<file path="src/rtl/etroc_ro_pkg.sv">
// Shared types and helpers for the ETROC readout sequencer.
package etroc_ro_pkg;

  localparam int RO_ADDR_BITS  = 8;
  localparam int RO_DATA_BITS  = 30;
  localparam int RO_L1_LATENCY = 100;

  localparam logic [3:0] TRAILER_TAG = 4'hA;

  typedef enum logic [2:0] {
    IDLE,
    SEL,
    CAP,
    EMIT,
    DONE
  } ro_state_t;

  function automatic int roi_idx(input int row, input int col);
    return 4 * row + col;
  endfunction

  // Lowest set bit of mask at or above start, returned as {found, index}.
  function automatic logic [2:0] first_from(input logic [3:0] mask, input logic [2:0] start);
    logic [2:0] res;
    res = 3'b000;
    for (int i = 3; i >= 0; i--) begin
      if (mask[i] && (i >= int'(start))) res = {1'b1, i[1:0]};
    end
    return res;
  endfunction

  function automatic logic [3:0] row_bits(input logic [15:0] mask, input logic [1:0] row);
    return mask[roi_idx(int'(row), 0) +: 4];
  endfunction

endpackage

</file>
<file path="src/rtl/etroc_ro_ctrl_if.sv">
// Bus between the readout sequencer and the 4x4 pixel RAM array.
interface etroc_ro_ctrl_if #(
  parameter int ADDR_BITS = etroc_ro_pkg::RO_ADDR_BITS,
  parameter int DATA_BITS = etroc_ro_pkg::RO_DATA_BITS
);

  logic                 we;
  logic [ADDR_BITS-1:0] addr;
  logic [3:0]           roe;
  logic [DATA_BITS-1:0] din0;
  logic [DATA_BITS-1:0] din1;
  logic [DATA_BITS-1:0] din2;
  logic [DATA_BITS-1:0] din3;

  modport master (output we, addr, roe, input din0, din1, din2, din3);
  modport slave  (input we, addr, roe, output din0, din1, din2, din3);

endinterface

</file>
<file path="src/rtl/etroc_ro_ctrl_wptr.sv">
// Free-running circular-buffer write pointer shared by all pixel RAMs.
module etroc_ro_ctrl_wptr
  import etroc_ro_pkg::*;
#(
  parameter int ADDR_BITS = RO_ADDR_BITS
) (
  input  logic                 clock,
  input  logic                 reset,
  input  logic                 bc0,
  output logic [ADDR_BITS-1:0] wptr
);

  // Keeps counting during readout; bc0 resynchronises to zero.
  always_ff @(posedge clock) begin
    if (reset)    wptr <= '0;
    else if (bc0) wptr <= '0;
    else          wptr <= wptr + ADDR_BITS'(1);
  end

endmodule

</file>
<file path="src/rtl/etroc_ro_ctrl.sv">
// ETROC 4x4 readout sequencer: freezes RAM writes on l1acc and streams ROI pixels.
// Optional trailer word in DONE when ETROC_RO_TRAILER_EN is defined.
module etroc_ro_ctrl
  import etroc_ro_pkg::*;
#(
  parameter int ADDR_BITS  = RO_ADDR_BITS,
  parameter int DATA_BITS  = RO_DATA_BITS,
  parameter int L1_LATENCY = RO_L1_LATENCY
) (
  input  logic                 clock,
  input  logic                 reset,
  input  logic                 l1acc,
  input  logic                 bc0,
  input  logic [15:0]          roi,
  etroc_ro_ctrl_if.master      ram,
  output logic [DATA_BITS-1:0] dout
);

  ro_state_t            state, state_d;
  logic [ADDR_BITS-1:0] wptr;
  logic [ADDR_BITS-1:0] trig, trig_d;
  logic [15:0]          roi_cap, roi_d;
  logic [1:0]           row, row_d;
  logic [1:0]           col, col_d;
  logic [DATA_BITS-1:0] rowbuf [4];

  logic                 we_q, we_d;
  logic [ADDR_BITS-1:0] addr_q, addr_d;
  logic [3:0]           roe_q, roe_d;
  logic [DATA_BITS-1:0] dout_d;
  logic                 readout;

  logic [3:0] rows_live, rows_cap;
  logic [2:0] first_row, next_row, first_col, next_col;

  etroc_ro_ctrl_wptr #(.ADDR_BITS(ADDR_BITS)) u_wptr (
    .clock (clock),
    .reset (reset),
    .bc0   (bc0),
    .wptr  (wptr)
  );

  always_comb begin
    for (int r = 0; r < 4; r++) begin
      rows_live[r] = |row_bits(roi, 2'(r));
      rows_cap[r]  = |row_bits(roi_cap, 2'(r));
    end
  end

  assign first_row = first_from(rows_live, 3'd0);
  assign next_row  = first_from(rows_cap, {1'b0, row} + 3'd1);
  assign first_col = first_from(row_bits(roi_cap, row), 3'd0);
  assign next_col  = first_from(row_bits(roi_cap, row), {1'b0, col} + 3'd1);

`ifdef ETROC_RO_TRAILER_EN
  logic [29:0] trailer;
  assign trailer = {TRAILER_TAG, 8'(trig), roi_cap, 2'b00};
`endif

  always_ff @(posedge clock) begin
    if (reset) begin
      state   <= IDLE;
      trig    <= '0;
      roi_cap <= '0;
      row     <= '0;
      col     <= '0;
      we_q    <= 1'b0;
      addr_q  <= '0;
      roe_q   <= '0;
      dout    <= '0;
    end else begin
      state   <= state_d;
      trig    <= trig_d;
      roi_cap <= roi_d;
      row     <= row_d;
      col     <= col_d;
      we_q    <= we_d;
      addr_q  <= addr_d;
      roe_q   <= roe_d;
      dout    <= dout_d;
    end
  end

  // The enabled row drives the column buses while in CAP; latch it on leaving.
  always_ff @(posedge clock) begin
    if (state == CAP) begin
      rowbuf[0] <= ram.din0;
      rowbuf[1] <= ram.din1;
      rowbuf[2] <= ram.din2;
      rowbuf[3] <= ram.din3;
    end
  end

  always_comb begin
    state_d = state;
    trig_d  = trig;
    roi_d   = roi_cap;
    row_d   = row;
    col_d   = col;
    case (state)
      IDLE: begin
        if (l1acc) begin
          trig_d = wptr - ADDR_BITS'(L1_LATENCY);
          roi_d  = roi;
          if (first_row[2]) begin
            row_d   = first_row[1:0];
            state_d = SEL;
          end
`ifdef ETROC_RO_TRAILER_EN
          else begin
            state_d = DONE;
          end
`endif
        end
      end
      SEL:  state_d = CAP;
      CAP: begin
        col_d   = first_col[1:0];
        state_d = EMIT;
      end
      EMIT: begin
        if (next_col[2]) begin
          col_d = next_col[1:0];
        end else if (next_row[2]) begin
          row_d   = next_row[1:0];
          state_d = SEL;
        end else begin
          state_d = DONE;
        end
      end
      DONE:    state_d = IDLE;
      default: state_d = IDLE;
    endcase
  end

  // Words leave one cycle after their EMIT slot, so DONE's word lands after DONE too.
  always_comb begin
    readout = (state != IDLE) || (state_d == SEL);
    we_d    = !readout;
    addr_d  = readout ? trig_d : wptr;
    roe_d   = '0;
    if ((state_d == SEL) || (state_d == CAP)) roe_d = 4'b0001 << row_d;
    dout_d  = '0;
    if (state == EMIT) dout_d = rowbuf[col];
`ifdef ETROC_RO_TRAILER_EN
    if (state == DONE) dout_d = DATA_BITS'(trailer);
`endif
  end

  assign ram.we   = we_q;
  assign ram.addr = addr_q;
  assign ram.roe  = roe_q;

endmodule

</file>
<file path="src/flat_wrapper.sv">
// flat-port wrapper written by rule: the top's interface ports become plain ports
module etroc_ro_ctrl_flat import etroc_ro_pkg::*;
#(
  parameter int ADDR_BITS  = RO_ADDR_BITS,
  parameter int DATA_BITS  = RO_DATA_BITS,
  parameter int L1_LATENCY = RO_L1_LATENCY
)
  (clock, reset, l1acc, bc0, roi, dout, ram_we, ram_addr, ram_roe, ram_din0, ram_din1, ram_din2, ram_din3);
  etroc_ro_ctrl_if #(.ADDR_BITS(ADDR_BITS), .DATA_BITS(DATA_BITS)) ram_i ();
  input  logic clock;
  input  logic reset;
  input  logic l1acc;
  input  logic bc0;
  input  logic [15:0] roi;
  output logic [DATA_BITS-1:0] dout;
  output wire logic [$bits(ram_i.we)-1:0] ram_we;
  output wire logic [$bits(ram_i.addr)-1:0] ram_addr;
  output wire logic [$bits(ram_i.roe)-1:0] ram_roe;
  input wire logic [$bits(ram_i.din0)-1:0] ram_din0;
  input wire logic [$bits(ram_i.din1)-1:0] ram_din1;
  input wire logic [$bits(ram_i.din2)-1:0] ram_din2;
  input wire logic [$bits(ram_i.din3)-1:0] ram_din3;
  assign ram_we = ram_i.we;
  assign ram_addr = ram_i.addr;
  assign ram_roe = ram_i.roe;
  assign ram_i.din0 = ram_din0;
  assign ram_i.din1 = ram_din1;
  assign ram_i.din2 = ram_din2;
  assign ram_i.din3 = ram_din3;
  etroc_ro_ctrl #(.ADDR_BITS(ADDR_BITS), .DATA_BITS(DATA_BITS), .L1_LATENCY(L1_LATENCY)) u_core (.clock(clock), .reset(reset), .l1acc(l1acc), .bc0(bc0), .roi(roi), .ram(ram_i), .dout(dout));
endmodule
</file>
<file path="config.mk">
export PLATFORM = sky130hd
export DESIGN_NAME = etroc_ro_ctrl_flat
export DESIGN_NICKNAME = d
export VERILOG_FILES = /design/src/rtl/etroc_ro_pkg.sv /design/src/rtl/etroc_ro_ctrl_if.sv /design/src/rtl/etroc_ro_ctrl_wptr.sv /design/src/rtl/etroc_ro_ctrl.sv /design/src/flat_wrapper.sv
export SDC_FILE = /design/constraint.sdc
export NUM_CORES = 1
export LEC_CHECK = 0
export ABC_AREA = 1
export BUFFER_PORTS_ARGS = -buffer_cell sky130_fd_sc_hd__buf_2
export CAP_MARGIN = 20
export CORE_MARGIN = 5
export CORE_UTILIZATION = 45
export CTS_CLUSTER_DIAMETER = 200
export DETAILED_ROUTE_END_ITERATION = 16
export PLACE_DENSITY = 0.74
export SYNTH_ARGS = -nofsm -noshare
export SYNTH_HDL_FRONTEND = slang
export SYNTH_SLANG_ARGS = --single-unit
</file>
<file path="constraint.sdc">
create_clock -name clock -period 11.8 [get_ports clock]
set_input_delay 0.59 -clock clock [delete_from_list [all_inputs] [get_ports clock]]
set_output_delay 0.59 -clock clock [all_outputs]
set_load 0.02 [all_outputs]
</file>
==> results of run 1 <==
## per-stage QoR
step | total power [mW] | hold slack, ns | instance area [um2] | util | worst slack, ns
2_1_floorplan | 1.119 | 0.4173 | 7606 | - | 1.583
4_1_cts | 1.882 | 0.2291 | 9458 | 0.5703 | 9.496
3_3_place_gp | 1.198 | 0.4389 | 8733 | 0.5266 | 9.223
3_5_place_dp | 1.204 | 0.4357 | 8733 | 0.5266 | 9.142
6_report | 1.859 | 0.2589 | 9463 | 0.5706 | 9.520
5_1_grt | 1.957 | 0.2346 | 9460 | 0.5705 | 9.128
## logic make-up after synthesis
logic type	count (synthesis)	synth area share
simple gates	292	0.1632
xor+xnor	4	0.004607
mux	1	0.001316
compound gates	127	0.09278
buf+inv	82	0.04359
fa+ha+maj	3	0.004936
flops	202	0.6896
## cells in the mapped netlist, types with 5 or more instances
cell type	n
nand2_1	129
edfxtp_1	120
nor2_1	112
dfxtp_1	82
o21ai_0	63
inv_1	48
a31oi_1	34
clkbuf_1	26
a21oi_1	21
nand3_1	19
nand3_2	7
nand2_2	6
nor3_1	5
## registers in the layout, summed over array words and instances (netlist names)
name	cells
u_core.ram.roe	4
u_core.dout	30
u_core.state	3
u_core.roi_cap	16
u_core.col	2
u_core.u_wptr.wptr	8
u_core.ram.addr	8
u_core.ram.we	1
u_core.row	2
u_core.trig	8
u_core.rowbuf	120
## power by group
part	switching, mW	total (mW)	internal (mW)
clock	0.265	0.671	0.406
sequential	0.0246	0.862	0.837
combinational	0.224	0.326	0.101
total	0.514	1.86	1.34
## per-layer routing
| metal | global-route usage | vias up |
|---|---|---|
| li1 | - | 2790 |
| met2 | 0.2877 | 177 |
| met5 | 0 | - |
| met3 | 0.04465 | 36 |
| met1 | 0.2139 | 2513 |
| met4 | 0.04640 | 4 |
## cell usage in the layout (no fill, tap or decap), types with 2 or more instances in the layout
master and instances:
bufinv_16 2, clkinv_1 3, edfxtp_1 120, nor3_1 4, clkinv_2 5, nand2_2 6, xor2_1 2, a21boi_2 2
nor2_1 110, a21oi_1 21, clkbuf_16 23, nand4_1 4, nand3_2 7, buf_2 182, dfxtp_1 82, inv_1 48
buf_4 9, inv_2 3, clkinvlp_4 2, or2_2 3, a31oi_1 34, nand2_1 129, ha_1 3, nand3_1 19
o21ai_0 63, nor2_2 5, o21ai_1 2, clkbuf_1 3, xnor2_1 2, diode_2 2
## worst min-delay path by stage
| stage | from | endpoint | slack, ns |
|---|---|---|---|
| final | ram_din1[18] | u_core.rowbuf[1][18] | 0.26 |
| after global routing | ram_din0[5] | u_core.rowbuf[0][5] | 0.23 |
| after CTS | ram_din1[18] | u_core.rowbuf[1][18] | 0.23 |
| after detailed placement | u_core.u_wptr.wptr[0] | u_core.u_wptr.wptr[0] | 0.44 |
| after global placement | u_core.u_wptr.wptr[0] | u_core.u_wptr.wptr[0] | 0.44 |
| after floorplan | u_core.u_wptr.wptr[0] | u_core.u_wptr.wptr[0] | 0.42 |
## final cells by class
class	instances	area (um2)	area share
Antenna cell	2	5.005	0.0005289
Inverter	52	195.2	0.02063
Sequential cell	202	5245	0.5543
Multi-Input combinational cell	427	2039	0.2155
Clock buffer	27	600.6	0.06347
Tap cell	220	275.3	0.02909
Timing Repair Buffer	191	978.4	0.1034
Clock inverter	12	123.9	0.01309
## worst max-delay path, delay by kind of cell, from the launching register on
kind          cells  cell delay [ns]
simple gates      1             0.18
buf+inv           2             1.32
flops             1             0.35
==> impl_metrics.csv, run 1 <==
group,metric,value,unit
logic_synthesis,synthFlopType,"edfxtp_1",
run,drv_cap,0,
worst_hold_path,hp-class,"in -> reg",
logic_synthesis,synth-async-reset-ratio,0,
outcome,status,"finished clean",
die,rows,47,
logic_synthesis,synth_seq_cells,202,
critical_path,reg2regPathDepth,3,
sta,layout_min_cycle_time,2.280,ns
sta,worstMarginPinSlew,0.9415,ns
logic_synthesis,synth_warnings,0,
critical_path,endpoint_kind,"flop",
clock_tree,holdBufCountCts,0,
logic_synthesis,synth.cell_area,7606,um2
logic_synthesis,yosysTopAreaCellShare,0.4738,
critical_path,startpoint_type,"flop",
critical_path,crit_slowest_cell,"buf_4",
logic_synthesis,ys_types,37,
sta,setup_viol,0,
power_and_ir_drop,p_leak,3.993,nW
logic_synthesis,ys_seq_area_frac,0.6896,
die,core_area,16580,um2
finish,fillers,1405,
global_routing,antenna_found_initial,3,
sta,min_period_over_period,0.1932,
clock_tree,clk_pin_slew_worst_paths,0.06,ns
finish,syn_to_final_growth,24.41,%
global_routing,grt_max_degree,77,
die,ioPinCount,183,
finish,drive_above_1_share,0.2799,
global_routing,grt_pass1_wl,26640,um
critical_path,worstPathMaxFanout,76,
die,die_h,140.0,um
finish,stdcell_count,1133,
global_routing,grt_usage,0.1688,
critical_path,crit_type,"reg -> reg",
place,hpwlAfterDp,11380,um
sta,rsz0062_at_grt,"false",
clock_tree,htree_levels,1,
sta,fmax,438.7,MHz
logic_synthesis,synth_area_leaders,"edfxtp_1 (47%), dfxtp_1 (22%), nand2_1 (6.4%)",
critical_path,reg2reg_from,"u_core.state[2]",
logic_synthesis,synth_nets,854,
worst_hold_path,hold_depth,1,
sta,relSlewSlack,0.3724,
route,wl,17150,um
place,port_buffers,182,
place,gp_congestion,0.8555,
power_and_ir_drop,powerDensity,196.4,nW/um2
route,detail-route-antenna-nets,0,
clock_tree,clk_root_buffer_cell,"clkbuf_16",
clock_tree,cts_sinks,202,
clock_tree,post_cts_resized,0,
power_and_ir_drop,ir_drop,129.9,uV
die,start_util,0.4587,
route,drcViolationCount,0,
global_routing,grt_pass1_vias,5347,
route,wl_met3,1262,um
clock_tree,clkLatencyLatePin,0.50,ns
route,wl_per_cell,15.14,um
finish,nNetsFinal,1039,
sta,fin_skew,0.01419,ns
route,num_vias,5520,
route,top_layer,"met5",
route,first_pass_iters,4,
sta,setup_tns,0,ns
die,die_area,19600,um2
critical_path,arrival,2.40,ns
critical_path,reg2reg_to,"u_core.rowbuf[2][22]",
logic_synthesis,syn_inst,711,
route,dr_wl_met2,8370,um
critical_path,crit_top_cell,"buf_4",
global_routing,grt_overflow_total,0,
critical_path,slowest_delay,0.84,ns
logic_synthesis,avgSynthCellArea,10.70,um2
logic_synthesis,synth_top_area_cell,"edfxtp_1",
place,dp.cells,1092,
clock_tree,clockBufferDepth,3,
route,drt-vias-per-instance,4.872,
route,drtIter0Drc,309,
critical_path,r2r_slack,9.52,ns
clock_tree,post_cts_buffers,0,
sta,hold_viol,0,
critical_path,setup.worst_path.start,"u_core.state[2]",
route,wl_met1,7101,um
critical_path,worstSetupEndpoint,"u_core.rowbuf[2][22]",
clock_tree,cts_tree,"yes",
critical_path,cp.required,11.92,ns
logic_synthesis,synth-edff-count,120,
critical_path,crit_chain,"nor3_2 > buf_4 > buf_4",
sta,maxSlewViolCount,0,
clock_tree,cts-buffers-inserted,22,
die,die_x,140.0,um
(Power assumes the default switching activity.)
==> run 2: changes to the inputs <==
- clock period: 11.8 -> 2.2 ns (I/O delays scaled with it)
==> impl_metrics.csv, run 2 (synthesized netlist as in run 1, its figures left out) <==
group,metric,value,unit
clock_tree,cts_sinks,202,
critical_path,slowest_delay,0.40,ns
power_and_ir_drop,powerDensity,947.9,nW/um2
critical_path,endpoint_kind,"flop",
sta,hold_viol,0,
place,dpl_worst_slack,0.3150,ns
power_and_ir_drop,ir_drop,724.3,uV
clock_tree,clk_root_buffer_cell,"clkbuf_16",
critical_path,crit_top_cell,"nand2_1",
place,dp.cells,1099,
sta,fmax,518.2,MHz
route,drcViolationCount,0,
finish,nNetsFinal,1184,
sta,layout_min_cycle_time,1.930,ns
global_routing,grt_pass1_vias,6607,
run,drv_cap,0,
clock_tree,cts_tree,"yes",
die,rows,47,
sta,worstMarginPinSlew,0.4854,ns
global_routing,grt_max_degree,72,
critical_path,setup.worst_path.start,"u_core.state[0]",
clock_tree,cts-buffers-inserted,22,
route,num_vias,6300,
critical_path,crit_chain,"nor2_1 > nand2_1 > nor2_1 > nand2_1 > nand3_2 > nand3_4 > nand3_2 > nand2_1 > nand2_1 > inv_1",
critical_path,reg2reg_to,"u_core.ram.addr[6]",
sta,maxSlewViolCount,0,
place,placed_cell_area,8823,um2
die,start_util,0.4587,
critical_path,crit_slowest_cell,"nor2_1",
critical_path,r2r_slack,0.27,ns
die,die_x,140.0,um
die,die_h,140.0,um
power_and_ir_drop,p_leak,4.629,nW
worst_hold_path,hp-class,"in -> reg",
critical_path,reg2reg_from,"u_core.state[0]",
route,detail-route-antenna-nets,0,
clock_tree,clk_pin_slew_worst_paths,0.06,ns
clock_tree,clkLatencyLatePin,0.50,ns
critical_path,arrival,2.31,ns
critical_path,path_depth,10,
sta,setup_ws,0.2702,ns
die,ioPinCount,183,
route,wl_per_cell,16.55,um
finish,fillers,1254,
critical_path,startpoint_type,"flop",
finish,drive_above_1_share,0.2535,
critical_path,worstSetupEndpoint,"u_core.ram.addr[6]",
sta,min_period_over_period,0.8772,
place,port_buffers,182,
finish,regMostFlops,"u_core.rowbuf",
route,first_pass_iters,5,
finish,postLayoutCellArea,10940,um2
finish,reg_top3,"u_core.rowbuf (120), u_core.dout (30), u_core.roi_cap (16)",
global_routing,grt_overflow_total,0,
clock_tree,post_cts_resized,0,
route,drtIter0Drc,413,
route,wl,21150,um
critical_path,crit_buf_inv,1,
sta,relSlewSlack,0.6752,
finish,largest_reg_flops,120,
finish,register_area,5246,um2
outcome,status,"finished clean",
critical_path,worstPathMaxFanout,12,
sta,fin_skew,0.02615,ns
clock_tree,clockBufferDepth,3,
global_routing,grt_usage,0.2110,
place,gp_congestion,0.8455,
critical_path,cpLargestDelayFamily,"simple AND/OR/NAND/NOR gates",
route,drt-vias-per-instance,4.930,
die,die_area,19600,um2
finish,syn_to_final_growth,43.82,%
finish,final_common_cell,"buf_2",
global_routing,grt_pass1_wl,33330,um
sta,setup_viol,0,
finish,stdcell_count,1278,
finish,final_cell_mix,"buf_2 (182), dlygate4sd3_1 (138), nand2_1 (129)",
clock_tree,htree_levels,1,
critical_path,crit_type,"reg -> reg",
finish,multi_input_area,2051,um2
sta,rsz0062_at_grt,"false",
die,core_area,16580,um2
critical_path,reg2regPathDepth,10,
critical_path,cp.required,2.58,ns
place,hpwlAfterDp,11560,um
global_routing,antenna_found_initial,1,
run 2: changes by cell type in the layout (fill, tap and decap cells not counted), moves of 2 or more:
cell | previous run | this run
clkinv_2 | 5 | 8
buf_12 | 0 | 2
buf_4 | 9 | 14
clkinvlp_4 | 2 | 0
dlygate4sd3_1 | 0 | 138
clkbuf_1 | 3 | 1
run 2: tightest hold or removal path: stages:
cell and delay (ns):
buf_2 0.13, inv_1 0.06, nor2_1 0.11, o21ai_0 0.16, nor2_1 0.04
run 2: power by group:
| part | switching [mW] | internal (mW) | leakage (nW) | total [mW] |
|---|---|---|---|---|
| Sequential | 0.144 | 4.49 | 1.77 | 4.63 |
| Combinational | 1.28 | 0.753 | 2.49 | 2.04 |
| Clock | 1.49 | 2.21 | 0.370 | 3.70 |
| Total | 2.92 | 7.45 | 4.63 | 10.4 |
run 2: worst min-delay path by stage:
stage	startpoint	to	slack (ns)	cells past startpoint
floorplan	ram_din0[0]	u_core.rowbuf[0][0]	0.21	0
global route	l1acc	u_core.roi_cap[7]	0.21	5
CTS	l1acc	u_core.roi_cap[3]	0.14	5
global placement	ram_din3[12]	u_core.rowbuf[3][12]	0.29	1
finish	l1acc	u_core.roi_cap[2]	0.16	5
detailed placement	ram_din1[18]	u_core.rowbuf[1][18]	0.29	1
run 2: area by class of cell:
type | count | area share
antenna | 1 | 0.0002288
clock buffer | 26 | 0.05547
clock inverter | 14 | 0.01144
inverter | 52 | 0.01784
multi-input combinational | 427 | 0.1875
sequential | 202 | 0.4796
tap | 220 | 0.02516
timing repair buffer | 336 | 0.2228
run 2: layer usage:
| metal | up-vias | global-route usage | share of wire |
|---|---|---|---|
| li1 | 3072 | - | - |
| met1 | 2905 | 0.2505 | 0.39 |
| met2 | 265 | 0.3707 | 0.51 |
| met3 | 58 | 0.05010 | 0.072 |
| met4 | 0 | 0.08312 | 0.035 |
| met5 | - | 0 | 0 |
run 2: what timing repair did:
item                       4_1_cts  5_1_grt
setup endpoints to repair        0        0
buffers inserted                 0        0
hold endpoints to repair       147        0
hold buffers                   138        0
run 2: metrics by stage:
step                        util  power, mW  hold WS [ns]  setup TNS, ns
final                     0.6597      10.37        0.1607              0
after global routing      0.6597      10.85        0.2105              0
after CTS                 0.6595      10.36        0.1398              0
after detailed placement  0.5321      6.514        0.2881              0
after global placement    0.5321      6.476        0.2866              0
after floorplan                -      5.947        0.2089        -213.52
==> run 3: changes to the inputs <==
- REMOVE_ABC_BUFFERS: unset -> 1
- SYNTH_HIERARCHICAL: unset -> 1
==> impl_metrics.csv, run 3 <==
group,metric,value,unit
place,dpl_worst_slack,0.2850,ns
logic_synthesis,ys_seq_area_frac,0.6877,
global_routing,grt_pass1_vias,6652,
sta,relSlewSlack,0.7159,
route,first_pass_iters,4,
finish,utilization,0.6590,
sta,setup_tns,0,ns
worst_hold_path,hp-class,"in -> reg",
global_routing,grt_overflow_total,0,
critical_path,crit_top_cell,"nand2_1",
route,detail-route-antenna-nets,0,
sta,setup_viol,0,
sta,layout_min_cycle_time,1.967,ns
clock_tree,post_cts_buffers,0,
die,die_area,19650,um2
clock_tree,cts-buffers-inserted,22,
finish,antenna_cells,0,
logic_synthesis,synthFlopType,"edfxtp_1",
place,placed_cell_area,8813,um2
logic_synthesis,synth-edff-count,120,
route,wl_per_cell,16.88,um
logic_synthesis,yosysTopAreaCellShare,0.4724,
finish,regMostFlops,"u_core/rowbuf",
sta,rsz0062_at_grt,"false",
critical_path,cp.required,2.64,ns
power_and_ir_drop,p_leak,4.570,nW
logic_synthesis,ys_types,41,
global_routing,antenna_found_initial,0,
finish,final_common_cell,"buf_2",
critical_path,crit_slowest_cell,"dfxtp_1",
clock_tree,clockBufferDepth,3,
die,start_util,0.4599,
power_and_ir_drop,powerDensity,953.0,nW/um2
logic_synthesis,synth-async-reset-ratio,0,
finish,reg_top3,"u_core/rowbuf (120), u_core/dout (30), u_core/roi_cap (16)",
route,drcViolationCount,0,
route,num_vias,6438,
finish,largest_reg_flops,120,
critical_path,crit_type,"reg -> reg",
critical_path,slowest_delay,0.53,ns
global_routing,grt_pass1_wl,33890,um
critical_path,crit_chain,"inv_2 > nand2_1 > nand2_1 > nand2_1 > nand2_2 > nand2_2 > nand2_4 > nor2_8 > nand3_2 > nand3_4 > nand3_2 > nand2_1 > nand2_1 > inv_1",
die,core_area,16580,um2
sta,min_period_over_period,0.8942,
logic_synthesis,avgSynthCellArea,10.59,um2
global_routing,grt_max_degree,63,
clock_tree,cts_tree,"yes",
finish,syn_to_final_growth,43.27,%
global_routing,grt_usage,0.2154,
finish,postLayoutCellArea,10930,um2
clock_tree,clk_root_buffer_cell,"clkbuf_16",
sta,worstMarginPinSlew,0.4217,ns
route,drtIter0Drc,376,
logic_synthesis,post-synth-top-count-cell,"nand2_1",
logic_synthesis,synth.cell_area,7627,um2
die,rows,47,
finish,final_cell_mix,"buf_2 (182), dlygate4sd3_1 (138), nand2_1 (132)",
critical_path,arrival,2.41,ns
sta,fmax,508.3,MHz
critical_path,worstPathMaxFanout,12,
logic_synthesis,synth_area_leaders,"edfxtp_1 (47%), dfxtp_1 (22%), nand2_1 (6.5%)",
logic_synthesis,synth_top_area_cell,"edfxtp_1",
logic_synthesis,synth_common_cells,"nand2_1 (132), nor2_1 (122), edfxtp_1 (120)",
run,drv_cap,0,
logic_synthesis,synth_warnings,6,
clock_tree,post_cts_resized,0,
die,die_h,140.2,um
logic_synthesis,syn_inst,720,
place,port_buffers,182,
critical_path,endpoint_kind,"flop",
route,drt-vias-per-instance,5.022,
power_and_ir_drop,ir_drop,776.3,uV
die,die_x,140.2,um
sta,maxSlewViolCount,0,
finish,nNetsFinal,1189,
place,gp_congestion,0.8190,
finish,drive_above_1_share,0.2401,
clock_tree,htree_levels,1,
place,hpwlAfterDp,11520,um
clock_tree,clkLatencyLatePin,0.51,ns
outcome,status,"finished clean",
route,wl,21640,um
clock_tree,cts_sinks,202,
die,ioPinCount,183,
sta,setup_ws,0.2327,ns
logic_synthesis,synth_seq_cells,202,
clock_tree,clk_pin_slew_worst_paths,0.06,ns
sta,fin_skew,0.02081,ns
sta,hold_viol,0,
critical_path,startpoint_type,"flop",
run 3: cell types whose count changed in the layout (fill, tap and decap cells not counted), sizes merged, moves of 4 or more:
cell	change
nor2	+8
clkbuf	+5
clkinv	-5
a21oi	+4
nand2	+4
run 3: per-layer routing:
metal,GRT usage,part of all wire,wire length (um)
met2,0.3810,0.50,10810
met3,0.05283,0.090,1957
met4,0.07088,0.028,610
met5,0,0,0
met1,0.2573,0.38,8261
run 3: cells by family (layout without fill, tap and decap cells):
kind of cell	count (synthesis)	count (layout)	share of synthesized area
xor gates and xnor gates	4	4	0.004594
DFF	202	202	0.6877
buffers and inverters	84	426	0.04429
AOI/OAI and AO/OA	129	129	0.09383
and+or+nand+nor	298	298	0.1650
adders and majority gates	2	2	0.003280
muxes	1	1	0.001312
run 3: final cells by class:
| class | count | area [um2] |
|---|---|---|
| Fill cell | 1184 | 5655 |
| Clock inverter | 8 | 118.9 |
| Timing Repair Buffer | 333 | 2415 |
| Sequential cell | 202 | 5245 |
| Multi-Input combinational cell | 434 | 2057 |
| Clock buffer | 31 | 614.3 |
| Inverter | 54 | 202.7 |
| Tap cell | 220 | 275.3 |
run 3: repair_timing:
action / 4_1_cts / 5_1_grt
hold buffers: 138 / 0
hold endpoints to repair: 151 / 0
endpoints found under the setup margin: 0 / 0
run 3: worst paths after layout:
check / startpoint / to / slack (ns) / cells after the start
setup / recovery: u_core/row[0] / u_core/ram.addr[4] / 0.23 / 14
hold / removal: l1acc / u_core/ram.roe[2] / 0.22 / 5
setup reg to reg: u_core/row[0] / u_core/ram.addr[4] / 0.23 / 14
hold reg to reg: u_core/roi_cap[0] / u_core/roi_cap[0] / 0.47 / 2
run 3: worst max-delay path: cells and delay by family, from the launching register on:
kind                   cells  cell delay (ns)
buffers and inverters      2             0.20
DFF                        1             0.53
and+or+nand+nor           12             1.18
run 3: power by group:
part	internal [mW]	leakage (nW)	switching, mW
Sequential	4.50	1.77	0.157
Clock	2.20	0.356	1.46
Combinational	0.758	2.44	1.34
run 3: through the flow:
stage | hold slack (ns) | cells | total power [mW]
2_1_floorplan | 0.1820 | 690 | 5.952
3_3_place_gp | 0.2866 | 1105 | 6.532
3_5_place_dp | 0.2881 | 1105 | 6.573
4_1_cts | 0.1881 | 1282 | 10.42
5_1_grt | 0.2398 | 1282 | 10.91
6_report | 0.2167 | 1282 | 10.41
